===== src/rtl/btcminer_pkg.sv =====
// Shared miner constants: nonce width, golden-nonce FIFO default depth and
// the host readout word layout used by both this FIFO and the output shifter.
package btcminer_pkg;

    localparam int NONCE_W               = 32;
    localparam int GN_FIFO_DEPTH_DEFAULT = 8;

    // Host word: [31:0] nonce, [32] valid, [33] overflow
    localparam int HOST_NONCE_LSB = 0;
    localparam int HOST_VALID_BIT = NONCE_W;
    localparam int HOST_OVF_BIT   = NONCE_W + 1;
    localparam int HOST_WORD_W    = NONCE_W + 2;

    function automatic bit is_pow2(input int v);
        return (v >= 2) && ((v & (v - 1)) == 0);
    endfunction

endpackage


===== src/rtl/gn_fifo_mem.sv =====
// Golden-nonce storage: DEPTH x NONCE_W register array with one synchronous
// write port and one asynchronous read port. Storage is not reset.
module gn_fifo_mem
    import btcminer_pkg::*;
#(
    parameter int DEPTH = GN_FIFO_DEPTH_DEFAULT,
    parameter int AW    = $clog2(DEPTH)
) (
    input  logic               clk,
    input  logic               wr_en_i,
    input  logic [AW-1:0]      wr_addr_i,
    input  logic [NONCE_W-1:0] wr_data_i,
    input  logic [AW-1:0]      rd_addr_i,
    output logic [NONCE_W-1:0] rd_data_o
);

    logic [NONCE_W-1:0] mem_q [DEPTH];

    always_ff @(posedge clk) begin
        if (wr_en_i) begin
            mem_q[wr_addr_i] <= wr_data_i;
        end
    end

    assign rd_data_o = mem_q[rd_addr_i];

endmodule


===== src/rtl/golden_nonce_fifo.sv =====
// Queues each new golden nonce from the miner core for the host readout logic.
// Build option GOLDEN_NONCE_FIFO_OVERWRITE_EN: on full, drop oldest instead of newest.
module golden_nonce_fifo
    import btcminer_pkg::*;
#(
    parameter  int DEPTH = GN_FIFO_DEPTH_DEFAULT,
    localparam int AW    = $clog2(DEPTH)
) (
    input  logic               clk,
    input  logic               reset,
    input  logic [NONCE_W-1:0] golden_nonce,
    input  logic               clear,
    input  logic               pop,
    output logic [NONCE_W-1:0] out_nonce,
    output logic               out_valid,
    output logic [AW:0]        count,
    output logic               overflow
);

    if (!is_pow2(DEPTH) || DEPTH > 256) begin : g_bad_depth
        $error("golden_nonce_fifo: DEPTH must be a power of two in 2..256");
    end

    localparam logic [AW:0] FULL_CNT = (AW + 1)'(DEPTH);

    logic [NONCE_W-1:0] gn_in_q, gn_last_q, gn_last_d;
    logic [AW-1:0]      wr_ptr_q, wr_ptr_d, rd_ptr_q, rd_ptr_d;
    logic [AW:0]        count_q, count_d;
    logic               overflow_q, overflow_d;
    logic               new_nonce, empty, full, push, pop_ok, wr_en;
    logic [NONCE_W-1:0] rd_data;

    always_ff @(posedge clk or posedge reset) begin
        if (reset) begin
            gn_in_q    <= '0;
            gn_last_q  <= '0;
            wr_ptr_q   <= '0;
            rd_ptr_q   <= '0;
            count_q    <= '0;
            overflow_q <= 1'b0;
        end else begin
            gn_in_q    <= golden_nonce;
            gn_last_q  <= gn_last_d;
            wr_ptr_q   <= wr_ptr_d;
            rd_ptr_q   <= rd_ptr_d;
            count_q    <= count_d;
            overflow_q <= overflow_d;
        end
    end

    always_comb begin
        new_nonce  = (gn_in_q != gn_last_q);
        empty      = (count_q == '0);
        full       = (count_q == FULL_CNT);
        push       = new_nonce && !clear;
        pop_ok     = pop && !empty && !clear;

        // gn_last tracks every detected change, even when cleared or dropped,
        // so a held core value is never queued twice.
        gn_last_d  = new_nonce ? gn_in_q : gn_last_q;
        wr_en      = 1'b0;
        wr_ptr_d   = wr_ptr_q;
        rd_ptr_d   = rd_ptr_q;
        count_d    = count_q;
        overflow_d = overflow_q;

        if (clear) begin
            wr_ptr_d   = '0;
            rd_ptr_d   = '0;
            count_d    = '0;
            overflow_d = 1'b0;
        end else begin
            if (pop_ok) begin
                rd_ptr_d = rd_ptr_q + AW'(1);
            end
            if (push) begin
                if (!full || pop_ok) begin
                    wr_en    = 1'b1;
                    wr_ptr_d = wr_ptr_q + AW'(1);
                end else begin
                    overflow_d = 1'b1;
`ifdef GOLDEN_NONCE_FIFO_OVERWRITE_EN
                    wr_en    = 1'b1;
                    wr_ptr_d = wr_ptr_q + AW'(1);
                    rd_ptr_d = rd_ptr_q + AW'(1);
`endif
                end
            end
            // An overwrite on full moves both pointers but keeps count at DEPTH.
            if (wr_en && !pop_ok && !full) begin
                count_d = count_q + (AW + 1)'(1);
            end else if (!wr_en && pop_ok) begin
                count_d = count_q - (AW + 1)'(1);
            end
        end
    end

    gn_fifo_mem #(
        .DEPTH (DEPTH),
        .AW    (AW)
    ) u_mem (
        .clk       (clk),
        .wr_en_i   (wr_en),
        .wr_addr_i (wr_ptr_q),
        .wr_data_i (gn_in_q),
        .rd_addr_i (rd_ptr_q),
        .rd_data_o (rd_data)
    );

    always_comb begin
        out_valid = !empty;
        out_nonce = empty ? '0 : rd_data;
        count     = count_q;
        overflow  = overflow_q;
    end

endmodule

===== config.mk =====
export PLATFORM = sky130hd
export DESIGN_NAME = golden_nonce_fifo
export DESIGN_NICKNAME = d
export VERILOG_FILES = /design/src/rtl/btcminer_pkg.sv /design/src/rtl/gn_fifo_mem.sv /design/src/rtl/golden_nonce_fifo.sv
export SDC_FILE = /design/constraint.sdc
export NUM_CORES = 1
export LEC_CHECK = 0
export ABC_AREA = 1
export BUFFER_PORTS_ARGS = -buffer_cell sky130_fd_sc_hd__buf_2
export CAP_MARGIN = 0
export CORE_MARGIN = 1
export CORE_UTILIZATION = 41
export DETAILED_ROUTE_END_ITERATION = 7
export PLACE_DENSITY = 0.6
export SKIP_LAST_GASP = 1
export SLEW_MARGIN = 20
export SYNTH_ARGS = -nofsm -noshare
export SYNTH_HDL_FRONTEND = slang
export SYNTH_SLANG_ARGS = --single-unit

===== constraint.sdc =====
create_clock -name clk -period 3.3 [get_ports clk]
set_input_delay 0.33 -clock clk [delete_from_list [all_inputs] [get_ports clk]]
set_output_delay 0.33 -clock clk [all_outputs]
set_load 0.02 [all_outputs]

==> impl_results.md <==
- Synthesized area: 12,920 sq um
- PortBufs: 73
- CTS tree: built
- HP Start: clear
- Via density: 5.066
- Worst slew pin tran: 0.7430 ns
- Post-synthesis net count: 1,068
- Vias in the first global route: 7,587
- Worst Setup SP: rd_ptr_q[1]$_DFFE_PP0P_
- Top cell types by occurrence after synthesis: 256 x edfxtp_1, 204 x nor2_1, 148 x o21ai_0
- Post-synthesis adder-cell area fraction: 0.5424%
- Clock slew seen by the registers of the worst setup and hold paths: 0.06 ns
- Share of cells above drive strength 1: 16.46%
- Most common cell in the netlist: edfxtp_1
- Fin. Hold Viols: 0
- N_diodes: 0
- Number of buffers created by CTS: 36
- Area share of xor/xnor cells in the synthesized design: 1.627%
- Die height: 179.5 um
- Crit path DAT: 2.62 ns
- Status: finished, violations left
- Synth area leaders: edfxtp_1 60%, dfrtp_1 15%, nor2_1 5.9%
- Final Skew: 0.02013 ns
- Peak Freq: 339.4 MHz
- Post-synthesis register bit count: 331
- Clock Tree Buf Depth: 3
- CP endpoint kind: output pin
- Grt ovf: 0
- 1st-iter DRT viols: 598
- Largest family of logic cells by synthesized area: simple AND/OR/NAND/NOR gates
- Worst path slowest cell: dfrtp_2
- Detail Route Antenna Nets: 0
- PwrDens: 807.7 nW/um^2
- Failing checks: DRC
- PostCTS Resize Cnt: 0
- CP Cell Sequence: inv_2, buf_12, o21ai_0, o22ai_1, o21ai_0, a31oi_1, buf_2
- Die width: 179.5 um
- EDFF count, synth: 256
- Area delta synth->final: 18.10%
- Sum Neg Setup Slack: 0 ns
- Most common cell on crit path: o21ai_0
- Main flop type after synthesis: edfxtp_1
- VDD IR max: 0.5056 mV
- Synth cell types: 30
- Worst setup path class: reg2out
- Hpwl dp: 15,800 um
- Drt drc: 2
- R2R Path Start: count[0]$_DFFE_PP0P_
- Minimum clock period: 2.946 ns
- Maxcap violations: 0
- Final setup violation count: 0
- Reg2reg path depth: 11
- Synth Area in Compound Gates: 9.763%
- Sink Count: 331
- RSZ-0062 raised after global routing: no
- Leakage: 5.675 nW
- Clock latency on the worst-skew pair: 0.52 ns
- Initial antenna violation count: 0
- Initial Util: 41.90%
- WL final: 28,380 um
- Area share of and/or/nand/nor cells after synthesis: 10.07%
- Full die area: 32,220 sq um
- RePlAce Congestion: 0.7596
- Mux cell area share after synthesis: 0%
- Crit-path max FO: 33
- Tcrit/Tclk final: 89.28%
- Hold Crit Class: in2reg
- Total GRT Usage: 17.63%
- Slew Limit Fails: 0
- Async set or reset register ratio after synthesis: 22.66%
- Rel. slew slack: 50.41%
- Post-synth top area share: 59.51%
- CORE AREA: 30,830 sq um
- First-pass GRT wire length: 43,830 um
- Synth area leader: edfxtp_1
- Root buffer cell: clkbuf_16
- Total power: 12.32 mW
- Num ports: 74
- Gate count of the mapped netlist: 1,027
- YS warnings: 0
- Hold Path Cell Cnt: 3
- Initial DRT Pass Iterations: 8
- Core Rows: 64
- Layout fillers: 2,599
- Post-synthesis sequential area ratio: 74.03%
- WL per Instance: 18.45 um
- Crit start category: flop
- H-tree depth: 2
- Crit path to: out_nonce[1]
- Largest net degree at the start of global routing: 130
- R2R setup slack: 0.69 ns
- Via Count: 7,792
- Worst EP required: 2.97 ns
- Worst path max stage delay: 0.60 ns
- Syn avg cell area: 12.58 sq um
- Nets: 1,157
- End of the worst register-to-register path: u_mem.mem_q[3][13]$_DFFE_PP_
==> worst max-delay path: cells and delay by family (launching register included) <==
kind	cells	cell delay (ns)
compound gates	4	0.68
buf+inv	3	0.80
flops	1	0.60
==> layout make-up <==
class	count	area [sq um]	area share [%]
sequential	331	9569	62.72
multi-input combinational	573	2893	18.96
timing repair buffer	135	1039	6.807
clock buffer	50	1005	6.585
tap	396	495.5	3.248
inverter	39	148.9	0.9759
clock inverter	14	107.6	0.7053
==> sequential cells by signal, indices dropped and copies added (netlist names) <==
register,flops
u_mem.mem_q,256
gn_last_q,32
count,4
rd_ptr_q,3
overflow,1
wr_ptr_q,3
gn_in_q,32
==> logic make-up after synthesis <==
logic type      count (synthesis)
xor+xnor                       24
fa+ha+maj                       5
compound gates                234
flops                         331
simple gates                  310
buf+inv                       123
==> report_power, final <==
| group | internal, mW | switching (mW) |
|---|---|---|
| logic | 1.08 | 2.37 |
| registers | 4.90 | 0.186 |
| clock network | 2.21 | 1.57 |
| total | 8.20 | 4.13 |
==> layout by cell type, fill, tap and decap left out <==
cell type and n:
a21oi_1 2, a21oi_2 1, a31oi_1 32, buf_12 10, buf_2 73, buf_4 19, bufinv_16 1, clkbuf_1 10
clkbuf_16 37, clkbuf_8 3, clkinv_1 2, clkinv_2 8, clkinvlp_4 3, dfrtp_1 73, dfrtp_2 1, dfrtp_4 1
dlygate4sd3_1 33, edfxtp_1 256, fa_1 1, ha_1 4, inv_1 33, inv_2 4, inv_6 2, nand2_1 77
nand2_2 1, nand2_4 8, nand3_1 8, nand3b_1 1, nor2_1 200, nor2_2 2, nor2_4 12, nor2_8 1
o21a_1 1, o21ai_0 148, o21ai_1 17, o21ai_2 1, o22ai_1 32, xnor2_1 22, xor2_1 2
==> layer usage <==
metal  vias up  wire [um]  global-route usage (%)
met2       194      13360                   28.20
li1       3748          -                       -
met4         0        578                   5.241
met5         -          0                       0
met1      3813      13040                   24.85
met3        37       1406                   2.938
==> what timing repair did <==
action | in CTS | in global routing
setup buffers | 0 | 0
endpoints found under the setup margin | 0 | 0
hold buffers | 33 | 0
hold endpoints to repair | 66 | 0
==> how the worst min path moves through the flow <==
stage | end | slack [ns]
after floorplan | gn_in_q[0]$_DFF_PP0_ | 0.36
after global placement | gn_in_q[22]$_DFF_PP0_ | 0.44
after detailed placement | gn_in_q[0]$_DFF_PP0_ | 0.44
after CTS | rd_ptr_q[2]$_DFFE_PP0P_ | 0.13
after global routing | rd_ptr_q[2]$_DFFE_PP0P_ | 0.15
final | rd_ptr_q[2]$_DFFE_PP0P_ | 0.15
==> through the flow <==
stage          cell area [sq um]  setup WS, ns  cells  util, %  hold slack, ns
2_1_floorplan              12920        0.2908   1027        -          0.3614
6_report                   15260        0.3538   1538    49.49          0.1479
3_5_place_dp               13810        0.6461   1441    44.81          0.4393
4_1_cts                    15260        0.3069   1538    49.49          0.1267
5_1_grt                    15260        0.2221   1538    49.49          0.1546
3_3_place_gp               13810        0.7178   1441    44.81          0.4372
Power figures use the tool's default switching activity.
